<file path="config.mk">
export PLATFORM = sky130hd
export DESIGN_NAME = idx_grant_decoder
export DESIGN_NICKNAME = d
export VERILOG_FILES = /design/src/rtl/idx_grant_pkg.sv /design/src/rtl/idx_grant_decoder_hold_timer.sv /design/src/rtl/idx_grant_decoder.sv
export SDC_FILE = /design/constraint.sdc
export NUM_CORES = 1
export LEC_CHECK = 0
export BUFFER_PORTS_ARGS = -buffer_cell sky130_fd_sc_hd__buf_2
export CAP_MARGIN = 20
export CORE_UTILIZATION = 46
export CTS_CLUSTER_SIZE = 24
export DETAILED_ROUTE_END_ITERATION = 10
export PLACE_DENSITY = 0.75
export SETUP_SLACK_MARGIN = 0.02
export SLEW_MARGIN = 15
export SYNTH_ARGS = -nofsm -noshare
export SYNTH_HDL_FRONTEND = slang
export SYNTH_SLANG_ARGS = --single-unit
export TNS_END_PERCENT = 20
</file>
<file path="constraint.sdc">
create_clock -name clk -period 2.28 [get_ports clk]
set_clock_uncertainty 0.2 [all_clocks]
set_input_delay 0 -clock clk [delete_from_list [all_inputs] [get_ports clk]]
set_output_delay 0 -clock clk [all_outputs]
set_load 0.02 [all_outputs]
</file>
<file path="src/rtl/idx_grant_pkg.sv">
// Shared types and helpers for the index-to-grant decoder.
package idx_grant_pkg;

    typedef enum logic {
        IDLE  = 1'b0,
        GRANT = 1'b1
    } grant_state_t;

    // Widest grant vector the decode helper can build; callers truncate to N.
    localparam int unsigned MAX_N = 64;

    function automatic logic [MAX_N-1:0] onehot_dec(input int unsigned idx, input int unsigned n);
        logic [MAX_N-1:0] r;
        r = '0;
        if (idx < n && idx < MAX_N) begin
            r = MAX_N'(1) << idx;
        end
        return r;
    endfunction

endpackage

</file>
<file path="src/rtl/idx_grant_decoder_hold_timer.sv">
// Saturating hold counter for an active grant; flags the cycle on which the
// grant must be force-dropped.
module hold_timer #(
    parameter int MAX_HOLD = 16,
    parameter int HOLDW    = (MAX_HOLD == 0) ? 1 : $clog2(MAX_HOLD + 1)
) (
    input  logic             clk,
    input  logic             rst,
    input  logic             clr_i,
    input  logic             inc_i,
    input  logic             rel_i,
    output logic [HOLDW-1:0] cnt_o,
    output logic             tmo_o
);

    localparam bit             TMO_EN = (MAX_HOLD > 0);
    localparam logic [HOLDW-1:0] SAT   = TMO_EN ? HOLDW'(MAX_HOLD) : '1;
    localparam logic [HOLDW-1:0] LIMIT = TMO_EN ? HOLDW'(MAX_HOLD - 1) : '0;

    logic [HOLDW-1:0] cnt_q, cnt_d;

    always_comb begin
        cnt_d = cnt_q;
        if (clr_i) begin
            cnt_d = '0;
        end else if (inc_i && cnt_q != SAT) begin
            cnt_d = cnt_q + 1'b1;
        end
    end

    // NOTE: state registers use non-blocking assignments so every flop samples
    // pre-edge values regardless of block ordering.
    always_ff @(posedge clk or posedge rst) begin
        if (rst) begin
            cnt_q <= '0;
        end else begin
            cnt_q <= cnt_d;
        end
    end

    // A release in the same cycle wins over the timeout.
    assign tmo_o = TMO_EN && inc_i && !rel_i && (cnt_q == LIMIT);
    assign cnt_o = cnt_q;

endmodule

</file>
<file path="src/rtl/idx_grant_decoder.sv">
// Accepts an encoded winner index and holds a registered one-hot grant until
// the owner releases it or the hold timer expires.
module idx_grant_decoder
    import idx_grant_pkg::*;
#(
    parameter int N        = 8,
    parameter int IDXW     = $clog2(N),
    parameter int MAX_HOLD = 16,
    parameter int HOLDW    = (MAX_HOLD == 0) ? 1 : $clog2(MAX_HOLD + 1)
) (
    input  logic             clk,
    input  logic             rst,
    input  logic             idx_valid_i,
    output logic             idx_ready_o,
    input  logic [IDXW-1:0]  idx_i,
    input  logic [N-1:0]     release_i,
    output logic [N-1:0]     grant_o,
    output logic             grant_valid_o,
    output logic [IDXW-1:0]  grant_idx_o,
    output logic [HOLDW-1:0] hold_cnt_o,
    output logic             timeout_o,
    output logic             bad_idx_o,
    input  logic             bad_clr_i
);

    grant_state_t    state_q;
    logic [N-1:0]    grant_q, grant_d;
    logic [IDXW-1:0] grant_idx_q;
    logic            timeout_q;
    logic            bad_q;

    logic rel_bit, tmo_now, rel_now, accept, in_range, in_grant;

    // The grant is one-hot, so masking by it selects release[grant_idx].
    assign rel_bit  = |(release_i & grant_q);
    assign in_grant = (state_q == GRANT);
    assign rel_now  = rel_bit | tmo_now;

    assign idx_ready_o = (state_q == IDLE) | (in_grant & rel_now);
    assign accept      = idx_valid_i & idx_ready_o;
    assign in_range    = int'(idx_i) < N;
    assign grant_d     = N'(onehot_dec(int'(idx_i), N));

    hold_timer #(
        .MAX_HOLD (MAX_HOLD),
        .HOLDW    (HOLDW)
    ) u_hold_timer (
        .clk   (clk),
        .rst   (rst),
        .clr_i (~in_grant | rel_now),
        .inc_i (in_grant),
        .rel_i (rel_bit),
        .cnt_o (hold_cnt_o),
        .tmo_o (tmo_now)
    );

    always_ff @(posedge clk or posedge rst) begin
        if (rst) begin
            state_q     <= IDLE;
            grant_q     <= '0;
            grant_idx_q <= '0;
            timeout_q   <= 1'b0;
            bad_q       <= 1'b0;
        end else begin
            timeout_q <= tmo_now;

            if (bad_clr_i) begin
                bad_q <= 1'b0;
            end
            if (accept && !in_range) begin
                bad_q <= 1'b1;
            end

            case (state_q)
                IDLE: begin
                    if (accept && in_range) begin
                        grant_q     <= grant_d;
                        grant_idx_q <= idx_i;
                        state_q     <= GRANT;
                    end
                end
                GRANT: begin
                    if (rel_now) begin
                        if (accept && in_range) begin
                            grant_q     <= grant_d;
                            grant_idx_q <= idx_i;
                        end else begin
                            grant_q <= '0;
                            state_q <= IDLE;
                        end
                    end
                end
                default: begin
                    grant_q <= '0;
                    state_q <= IDLE;
                end
            endcase
        end
    end

    assign grant_o       = grant_q;
    assign grant_valid_o = |grant_q;
    assign grant_idx_o   = grant_idx_q;
    assign timeout_o     = timeout_q;
    assign bad_idx_o     = bad_q;

endmodule
</file>
==> results of run 1 <==
==> Yosys cell counts, drive strengths merged (3+ instances only) <==
cell,n
nor2,5
nor2b,3
dfrtp,18
inv,6
a32o,8
ha,3
buf,3
==> registers in the layout, indices dropped and copies added, names as in the netlist <==
register            flops
grant_o                 8
u_hold_timer.cnt_o      5
grant_idx_o             3
in_grant                1
timeout_o               1
==> worst max-delay path, delay by kind of cell, from the launching register on <==
family / cells / cell delay (ns)
muxes: 1 / 0.32
adders and majority gates: 2 / 0.44
buffers and inverters: 1 / 0.17
AOI/OAI and AO/OA: 1 / 0.23
DFF: 1 / 0.42
and+or+nand+nor: 1 / 0.19
==> final timing paths <==
check / start / end / slack (ns) / depth (start not counted)
worst max-delay path: u_hold_timer.cnt_o[0] / grant_idx_o[2] / 0.22 / 6
worst min-delay path: rst / grant_idx_o[0] / 0.13 / 3
worst min register to register: grant_idx_o[1] / grant_idx_o[1] / 0.31 / 1
worst max register to register: u_hold_timer.cnt_o[0] / grant_idx_o[2] / 0.22 / 6
min in group clk: release_i[4] / u_hold_timer.cnt_o[4] / 0.19 / 6
max in group asynchronous: rst / u_hold_timer.cnt_o[4] / 1.32 / 3
==> cell type report <==
type                    instances  area (sq um)  share of cell area, %
flip-flops and latches         18           450                   39.1
well taps                      25          31.3                   2.71
multi-input cells              46           359                   31.2
clock buffers                   4          36.3                   3.15
inverters                       6          22.5                   1.95
repair buffers                 42           253                   21.9
==> what timing repair did <==
| item | 4_1_cts | 5_1_grt |
|---|---|---|
| hold buffers | 7 | 0 |
| setup endpoints to repair | 0 | 0 |
| buffers inserted | 0 | 0 |
| hold endpoints to repair | 31 | 0 |
==> where the power goes <==
group          switching [mW]  internal [mW]
clock                   0.100         0.0974
sequential              0.121          0.451
combinational           0.677          0.492
total                   0.898           1.04
==> cells in the final DEF (no fill, tap or decap), drive strengths merged, types with 2 or more instances in the layout <==
cell type / n
ha: 3
mux2: 2
dfrtp: 18
nor2b: 3
xnor2: 2
dlygate4sd3: 7
nor4: 2
inv: 6
nor2: 5
nand2b: 2
clkbuf: 4
buf: 35
a22oi: 2
and2: 2
a32o: 8
==> metrics by stage <==
step / setup slack [ns] / instance area (sq um) / power, mW
2_1_floorplan: 0.231 / 862 / 1.40
5_1_grt: 0.103 / 1150 / 2.08
6_report: 0.216 / 1150 / 1.94
4_1_cts: 0.229 / 1150 / 1.95
3_5_place_dp: 0.259 / 1050 / 1.70
3_3_place_gp: 0.270 / 1050 / 1.68
==> logic make-up after synthesis <==
group           synth area share (%)
simple gates                    14.1
compound gates                  16.0
other cells                    0.435
mux                             3.77
fa+ha+maj                       4.35
buf+inv                         6.10
xor+xnor                        3.05
flops                           52.2
==> layer usage <==
layer	part of all wire, %	vias to the layer above	routed length, microns
met5	0	-	0
met4	1.7	0	30
met3	3.1	4	55
met2	46	20	822
met1	49	367	860
li1	-	356	-
==> flow_metrics.py, run 1 <==
metrics = {
    "status": {
        "outcome": "completed",
    },
    "route": {
        "vias_per_cell": 5.30,
        "vias": 747,
        "final_antenna_net_count": 0,
        "wl_mm": 1.77,
        "dr.pass1.iters": 4,
        "detail_route.wl_per_cell_microns": 12.5,
        "drt_iter0_drc": 20,
        "drc_errors": 0,
    },
    "sta": {
        "period_share_pct": 90.5,
        "fin_hold_ws_ns": 0.129,
        "tns_ns": 0,
        "rsz0062_at_grt": "no",
        "slew_violations": 0,
        "setup_violations": 0,
        "fmax_mhz": 484,
        "tightest_slew_ns": 0.673,
        "hold_viol_final": 0,
        "fin_crit_ns": 2.06,
        "maxSlewHeadroom_pct": 55.1,
    },
    "logic_synthesis": {
        "synth.area.top_cells": "dfrtp_1 (52%), a32o_1 (9.3%), ha_1 (4.4%)",
        "synth_fp_nets": 91,
        "yosysSeqAreaShare_pct": 52.2,
        "synthCells": 73,
        "netlist-cell-type-count": 29,
        "async_flop_share_pct": 100,
        "yosysTopAreaCellShare_pct": 52.2,
        "synth_top_cell_by_area": "dfrtp_1",
        "avgSynthCellArea_sq_um": 11.8,
        "synth_edf_count": 0,
        "ys.flop_type": "dfrtp_1",
        "ys_warn_count": 0,
        "synthesis.area_sq_um": 862,
        "ys_ff_latch": 18,
    },
    "clock_tree": {
        "clockBufferDepth": 2,
        "cts_buffers": 3,
        "cts_tree": "yes",
        "root_buffer": "clkbuf_4",
        "clk_latency_ns": 0.30,
        "cts_max_level": 1,
        "clk_pin_slew_worst_paths_ns": 0.10,
        "clock_sinks": 18,
        "ctsResizeCount": 0,
    },
    "critical_path": {
        "crit_path_frequent_cell": "ha_1",
        "cp.arrival_ns": 2.05,
        "max_stage_delay_ns": 0.42,
        "cp_max_fo": 4,
        "end_kind": "flip-flop",
        "crit_path_start_kind": "flip-flop",
        "criticalPathCategory": "flip-flop to flip-flop",
        "cp_cell_sequence": "ha_1 > and3_1 > ha_1 > o21ai_0 > buf_4 > mux2_2",
        "cp_slowest_cell": "dfrtp_1",
        "cp.required_ns": 2.27,
    },
    "job": {
        "drv_cap": 0,
    },
    "finish": {
        "n_antenna_cell": 0,
        "fillers": 157,
        "drive_gt1_share_pct": 37.1,
        "utilization_pct": 66.0,
        "syn2layout_area_growth_pct": 33.7,
        "nNetsFinal": 135,
        "finalNonFillerCells": 141,
    },
    "global_route": {
        "met1_usage_pct": 28.1,
        "overflow": 0,
        "top_usage_layer": "met1",
        "grt_util_all_layers_pct": 19.4,
        "grt_pass1_vias": 644,
        "antenna_found_initial": 0,
        "grtUsageMet2_pct": 27.8,
        "grt_pass1_wl_mm": 2.77,
        "use_met3_pct": 2.40,
        "grt_start_max_net_pins": 19,
    },
    "floorplan": {
        "die_h_microns": 45.3,
        "fp.dieArea_sq_um": 2050,
        "rows": 15,
        "ioPinCount": 35,
        "start_util_pct": 49.4,
        "core-area_sq_um": 1750,
        "die_w_microns": 45.3,
    },
    "pwr": {
        "ir_worst_vdd_uv": 916,
        "p_leak_nw": 0.583,
        "p_per_area_nw_per_um2": 1680,
    },
    "hold_path": {
        "hold_path.class": "input port to asynchronous set/reset pin",
    },
    "placed_design": {
        "post-dp-hpwl_mm": 1.27,
        "place.gp.congestion": 0.752,
        "dp.cells": 130,
        "portBuffers": 32,
    },
}
No activity file was read; power rests on OpenSTA's default activity.
==> inputs of run 2 (changes only) <==
--- a/config.mk
+++ b/config.mk
@@ -5,12 +5,13 @@
 export SDC_FILE = /design/constraint.sdc
 export NUM_CORES = 1
 export LEC_CHECK = 0
+export ABC_AREA = 1
 export BUFFER_PORTS_ARGS = -buffer_cell sky130_fd_sc_hd__buf_2
 export CAP_MARGIN = 20
-export CORE_UTILIZATION = 46
+export CORE_UTILIZATION = 48
 export CTS_CLUSTER_SIZE = 24
 export DETAILED_ROUTE_END_ITERATION = 10
-export PLACE_DENSITY = 0.75
+export PLACE_DENSITY = 0.76
 export SETUP_SLACK_MARGIN = 0.02
 export SLEW_MARGIN = 15
 export SYNTH_ARGS = -nofsm -noshare
==> flow_metrics.py, run 2 <==
metrics = {
    "floorplan": {
        "rows": 15,
        "ioPinCount": 35,
        "die_w_microns": 47.2,
        "die_h_microns": 47.2,
        "core-area_sq_um": 1820,
        "fp.dieArea_sq_um": 2220,
        "start_util_pct": 53.7,
    },
    "critical_path": {
        "r2r_slack_ns": 0.20,
        "cp_slowest_cell": "dlygate4sd3_1",
        "end_kind": "flip-flop",
        "r2r-start": "u_hold_timer.cnt_o[0]",
        "cp_max_fo": 6,
        "cp.arrival_ns": 2.13,
        "r2r_end": "in_grant",
        "r2r_cells": 8,
        "cp.required_ns": 2.33,
        "critical_path_buf_inv_count": 2,
        "cp_top_family": "buffers and inverters",
        "max_stage_delay_ns": 0.61,
        "cp_cell_sequence": "ha_1 > nand2_1 > nor2_1 > ha_1 > inv_1 > nand3_4 > dlygate4sd3_1 > nand2_1",
        "criticalPathCategory": "flip-flop to flip-flop",
        "crit_path_start_kind": "flip-flop",
    },
    "finish": {
        "largest_reg_flops": 8,
        "nNetsFinal": 180,
        "syn2layout_area_growth_pct": 33.9,
        "n_antenna_cell": 0,
        "final_common_cell": "nand2_1",
        "fillers": 151,
        "utilization_pct": 72.0,
        "layout_common_cells": "nand2_1 (41), buf_2 (32), dfrtp_1 (18)",
        "drive_gt1_share_pct": 32.3,
        "finalNonFillerCells": 186,
    },
    "logic_synthesis": {
        "synth_top_cell_by_area": "dfrtp_1",
        "synth_fp_nets": 132,
        "synth_edf_count": 0,
        "yosysSeqAreaShare_pct": 46.0,
        "netlist-cell-type-count": 20,
        "ys_warn_count": 0,
        "avgSynthCellArea_sq_um": 8.58,
        "ys.flop_type": "dfrtp_1",
        "yosysTopAreaCellShare_pct": 46.0,
        "synthesis.area_sq_um": 978,
        "synth.area.top_cells": "dfrtp_1 (46%), nand2_1 (16%), nand4_1 (5.8%)",
        "synth_common_cells": "nand2_1 (41), dfrtp_1 (18), inv_1 (13)",
        "async_flop_share_pct": 100,
        "synthCells": 114,
        "ys_ff_latch": 18,
        "synth_most_common_cell": "nand2_1",
    },
    "route": {
        "final_antenna_net_count": 0,
        "vias": 896,
        "dr.pass1.iters": 4,
        "drc_errors": 0,
        "wl_mm": 2.28,
        "detail_route.wl_per_cell_microns": 12.2,
        "drt_iter0_drc": 29,
        "vias_per_cell": 4.82,
    },
    "global_route": {
        "grt_pass1_wl_mm": 3.46,
        "grt_util_all_layers_pct": 23.3,
        "grt_pass1_vias": 818,
        "grt_start_max_net_pins": 19,
        "antenna_found_initial": 0,
        "overflow": 0,
    },
    "hold_path": {
        "min-delay-start": "release_i[1]",
        "hold_path.class": "input port to flip-flop",
        "hold_path_depth": 7,
        "hold_path_end": "grant_o[4]",
    },
    "sta": {
        "setup_violations": 0,
        "tightest_slew_ns": 0.688,
        "fin_crit_ns": 2.08,
        "fmax_mhz": 480,
        "hold_viol_final": 0,
        "maxSlewHeadroom_pct": 54.1,
        "period_share_pct": 91.3,
        "rsz0062_at_grt": "no",
        "tns_ns": 0,
        "slew_violations": 0,
    },
    "clock_tree": {
        "cts_tree": "yes",
        "root_buffer": "clkbuf_4",
        "clk_pin_slew_worst_paths_ns": 0.10,
        "cts_buffers": 3,
        "clockBufferDepth": 2,
        "cts_max_level": 1,
        "clock_sinks": 18,
        "clk_latency_ns": 0.30,
    },
    "placed_design": {
        "portBuffers": 32,
        "place.gp.congestion": 0.805,
        "dp.cells": 168,
        "post-dp-hpwl_mm": 1.54,
    },
    "status": {
        "outcome": "completed",
    },
    "pwr": {
        "p_leak_nw": 0.738,
        "p_per_area_nw_per_um2": 1710,
        "ir_worst_vdd_uv": 1090,
    },
    "job": {
        "drv_cap": 0,
    },
}
-- run 2: changes by cell type in the layout (fill, tap and decap cells not counted), moves of 3 or more --
| cell | change |
|---|---|
| nand4_1 | +8 |
| nor2_2 | +3 |
| dlygate4sd3_1 | +4 |
| nand2_1 | +40 |
| nand3_2 | +3 |
| nor2b_1 | -3 |
| a32o_1 | -8 |
| inv_1 | +7 |
-- run 2: logic make-up after synthesis --
kind of cell | synth area share, %
other | 0.383
flip-flops | 46.0
XOR/XNOR | 1.79
AO/OA/AOI/OAI | 2.69
buffers and inverters | 9.46
adder cells (fa/ha/maj) | 3.84
AND/OR/NAND/NOR | 35.8
-- run 2: timing repair --
action	4_1_cts	5_1_grt
hold endpoints to repair	31	0
hold buffers	11	0
setup buffers	0	3
setup endpoints to repair	1	2
resized for setup	1	0
-- run 2: layer usage --
| layer | vias up | GRT usage [%] | part of all wire [%] |
|---|---|---|---|
| li1 | 456 | - | - |
| met1 | 408 | 29.0 | 44 |
| met2 | 27 | 40.3 | 51 |
| met3 | 5 | 3.46 | 3.6 |
| met4 | 0 | 10.3 | 1.6 |
| met5 | - | 0 | 0 |
-- run 2: through the flow --
stage | total power, mW | hold WS [ns] | instance area, sq um | worst slack [ns]
after global placement | 1.75 | -0.0714 | 1130 | 0.338
after CTS | 2.13 | 0.0760 | 1290 | 0.0803
final | 2.24 | 0.0366 | 1310 | 0.197
after global routing | 2.42 | 0.0751 | 1310 | 0.0779
after detailed placement | 1.79 | -0.0578 | 1130 | 0.296
after floorplan | 1.59 | -0.261 | 978 | 0.432
-- run 2: worst register-to-register path: cells and delay by family (launching register included) --
kind,cells,cell delay [ns]
fa+ha+maj,2,0.40
simple gates,4,0.28
flops,1,0.43
buf+inv,2,0.71
-- run 2: worst max-delay path by stage --
stage                                startpoint                    end  slack, ns  depth (start not counted)
after floorplan           u_hold_timer.cnt_o[0]         grant_idx_o[0]       0.43                         10
after global placement    u_hold_timer.cnt_o[0]             grant_o[0]       0.34                          9
after detailed placement  u_hold_timer.cnt_o[0]  u_hold_timer.cnt_o[0]       0.30                          8
after CTS                 u_hold_timer.cnt_o[0]               in_grant       0.08                          8
after global routing      u_hold_timer.cnt_o[0]               in_grant       0.08                          8
final                     u_hold_timer.cnt_o[0]               in_grant       0.20                          8
-- run 2: cell type report --
class / instances / area, sq um / area share, %
timing repair buffer: 47 / 300 / 22.9
clock buffer: 4 / 36.3 / 2.77
tap: 25 / 31.3 / 2.39
multi-input combinational: 79 / 443 / 33.8
inverter: 13 / 48.8 / 3.72
sequential: 18 / 450 / 34.4
-- run 2: power breakdown --
group	switching, mW	internal (mW)
Combinational	0.883	0.590
Clock	0.103	0.0976
Sequential	0.119	0.450
==> inputs of run 3 (changes only) <==
--- a/config.mk
+++ b/config.mk
@@ -8,6 +8,7 @@
 export ABC_AREA = 1
 export BUFFER_PORTS_ARGS = -buffer_cell sky130_fd_sc_hd__buf_2
 export CAP_MARGIN = 20
+export CORE_ASPECT_RATIO = 1.1
 export CORE_UTILIZATION = 48
 export CTS_CLUSTER_SIZE = 24
 export DETAILED_ROUTE_END_ITERATION = 10
==> flow_metrics.py, run 3 (same netlist as run 2, synthesis figures left out) <==
metrics = {
    "job": {
        "drv_cap": 0,
    },
    "hold_path": {
        "min-delay-start": "release_i[3]",
        "hold_path_depth": 8,
        "hold_path.class": "input port to flip-flop",
        "hold_path_end": "grant_o[7]",
    },
    "sta": {
        "slew_violations": 0,
        "rsz0062_at_grt": "no",
        "period_share_pct": 90.8,
        "maxSlewHeadroom_pct": 55.3,
        "fin_crit_ns": 2.07,
        "setup_violations": 0,
        "worst_slack_ns": 0.210,
        "hold_viol_final": 0,
        "fmax_mhz": 483,
        "tightest_slew_ns": 0.670,
        "tns_ns": 0,
    },
    "placed_design": {
        "pre_cts_ws_ns": 0.367,
        "post-dp-hpwl_mm": 1.40,
        "portBuffers": 32,
        "place.gp.congestion": 0.837,
        "dp.cells": 170,
    },
    "critical_path": {
        "criticalPathCategory": "flip-flop to output pin",
        "cp_max_fo": 19,
        "cp.arrival_ns": 1.87,
        "r2r_cells": 10,
        "r2r_end": "grant_idx_o[0]",
        "cp_slowest_cell": "dfrtp_1",
        "end_kind": "output pin",
        "cp_cell_sequence": "ha_1 > nand2_1 > nor2_1 > ha_1 > inv_1 > nand3_2 > buf_4 > buf_2",
        "r2r-start": "u_hold_timer.cnt_o[1]",
        "cp.required_ns": 2.08,
        "max_stage_delay_ns": 0.43,
        "crit_path_start_kind": "flip-flop",
        "r2r_slack_ns": 0.36,
        "crit_path_frequent_cell": "ha_1",
    },
    "clock_tree": {
        "clock_sinks": 18,
        "cts_buffers": 3,
        "cts_hold_buf": 9,
        "ctsResizeCount": 0,
        "clk_latency_ns": 0.29,
        "cts_tree": "yes",
        "clk_pin_slew_worst_paths_ns": 0.10,
        "cts_max_level": 1,
        "post_cts_buffers": 0,
        "clockBufferDepth": 2,
        "root_buffer": "clkbuf_4",
    },
    "floorplan": {
        "core-area_sq_um": 1840,
        "fp.dieArea_sq_um": 2220,
        "ioPinCount": 35,
        "die_h_microns": 49.4,
        "start_util_pct": 53.1,
        "rows": 16,
        "die_w_microns": 45.0,
    },
    "finish": {
        "drive_gt1_share_pct": 31.4,
        "utilization_pct": 68.5,
        "syn2layout_area_growth_pct": 29.0,
        "largest_reg_flops": 8,
        "layout_common_cells": "nand2_1 (41), buf_2 (32), dfrtp_1 (18)",
        "finalNonFillerCells": 183,
        "final_common_cell": "nand2_1",
        "n_antenna_cell": 0,
        "nNetsFinal": 175,
    },
    "pwr": {
        "p_sw_mw": 1.02,
        "ir_worst_vdd_uv": 890,
        "p_int_uw": 992,
        "switching_share_pct": 50.7,
        "p_seq_share_pct": 28.4,
        "p_per_area_nw_per_um2": 1590,
        "p_clk_share_pct": 9.7,
        "pwr-share-comb_pct": 61.9,
        "p_leak_nw": 0.713,
    },
    "route": {
        "vias": 878,
        "wl_mm": 1.98,
        "drt_iter0_drc": 10,
        "drc_errors": 0,
        "vias_per_cell": 4.80,
        "dr.pass1.iters": 4,
        "detail_route.wl_per_cell_microns": 10.8,
        "final_antenna_net_count": 0,
    },
    "global_route": {
        "grt_pass1_wl_mm": 3.38,
        "overflow": 0,
        "grt_start_max_net_pins": 20,
        "grt_pass1_vias": 832,
        "grt_util_all_layers_pct": 20.8,
        "antenna_found_initial": 0,
    },
    "status": {
        "outcome": "completed",
    },
}
-- run 3: cell count changes in the layout (fill, tap and decap cells not counted) --
cell           change
dlygate4sd3_1      -2
nand3_4            -1
buf_4              -3
nand3_2            +1
-- run 3: worst max path at each step --
stage	slack [ns]	cells after the start	end	start
finish	0.21	8	idx_ready_o	u_hold_timer.cnt_o[1]
floorplan	0.43	10	grant_idx_o[0]	u_hold_timer.cnt_o[0]
CTS	0.19	8	idx_ready_o	u_hold_timer.cnt_o[1]
detailed placement	0.37	10	grant_idx_o[1]	u_hold_timer.cnt_o[1]
global placement	0.41	10	grant_idx_o[2]	u_hold_timer.cnt_o[1]
global route	0.04	8	idx_ready_o	u_hold_timer.cnt_o[1]
-- run 3: stage by stage --
step	power, mW	hold slack [ns]	area (sq um)
floorplan	1.59	-0.261	978
global placement	1.74	-0.0793	1140
detailed placement	1.77	-0.0683	1140
CTS	2.03	0.0552	1260
global route	2.17	0.110	1260
finish	2.01	0.0718	1260
-- run 3: metal layers --
metal | routed length [microns] | share of wire (%) | GRT usage [%] | up-vias
met5 | 0 | 0 | 0 | -
met3 | 88 | 4.4 | 3.33 | 5
met2 | 963 | 49 | 35.3 | 30
met4 | 29 | 1.5 | 7.58 | 0
li1 | - | - | - | 445
met1 | 898 | 45 | 25.7 | 398
-- run 3: critical path: cells and delay by family, from the launching register on --
kind          cells  cell delay [ns]
buf+inv           3             0.54
flops             1             0.43
simple gates      3             0.24
fa+ha+maj         2             0.37
-- run 3: cell type report --
| type | instances | area, sq um |
|---|---|---|
| flip-flops and latches | 18 | 450 |
| fillers | 167 | 579 |
| repair buffers | 42 | 258 |
| multi-input cells | 79 | 435 |
| well taps | 27 | 33.8 |
| clock buffers | 4 | 36.3 |
| inverters | 13 | 48.8 |
-- run 3: power by group through the flow --
stage / Sequential [mW] / Clock (mW) / Combinational, mW
2_1_floorplan: 0.708 / 0 / 0.877
3_3_place_gp: 0.567 / 0 / 1.17
3_5_place_dp: 0.574 / 0 / 1.19
4_1_cts: 0.570 / 0.202 / 1.25
5_1_grt: 0.590 / 0.215 / 1.37
6_report: 0.572 / 0.195 / 1.25
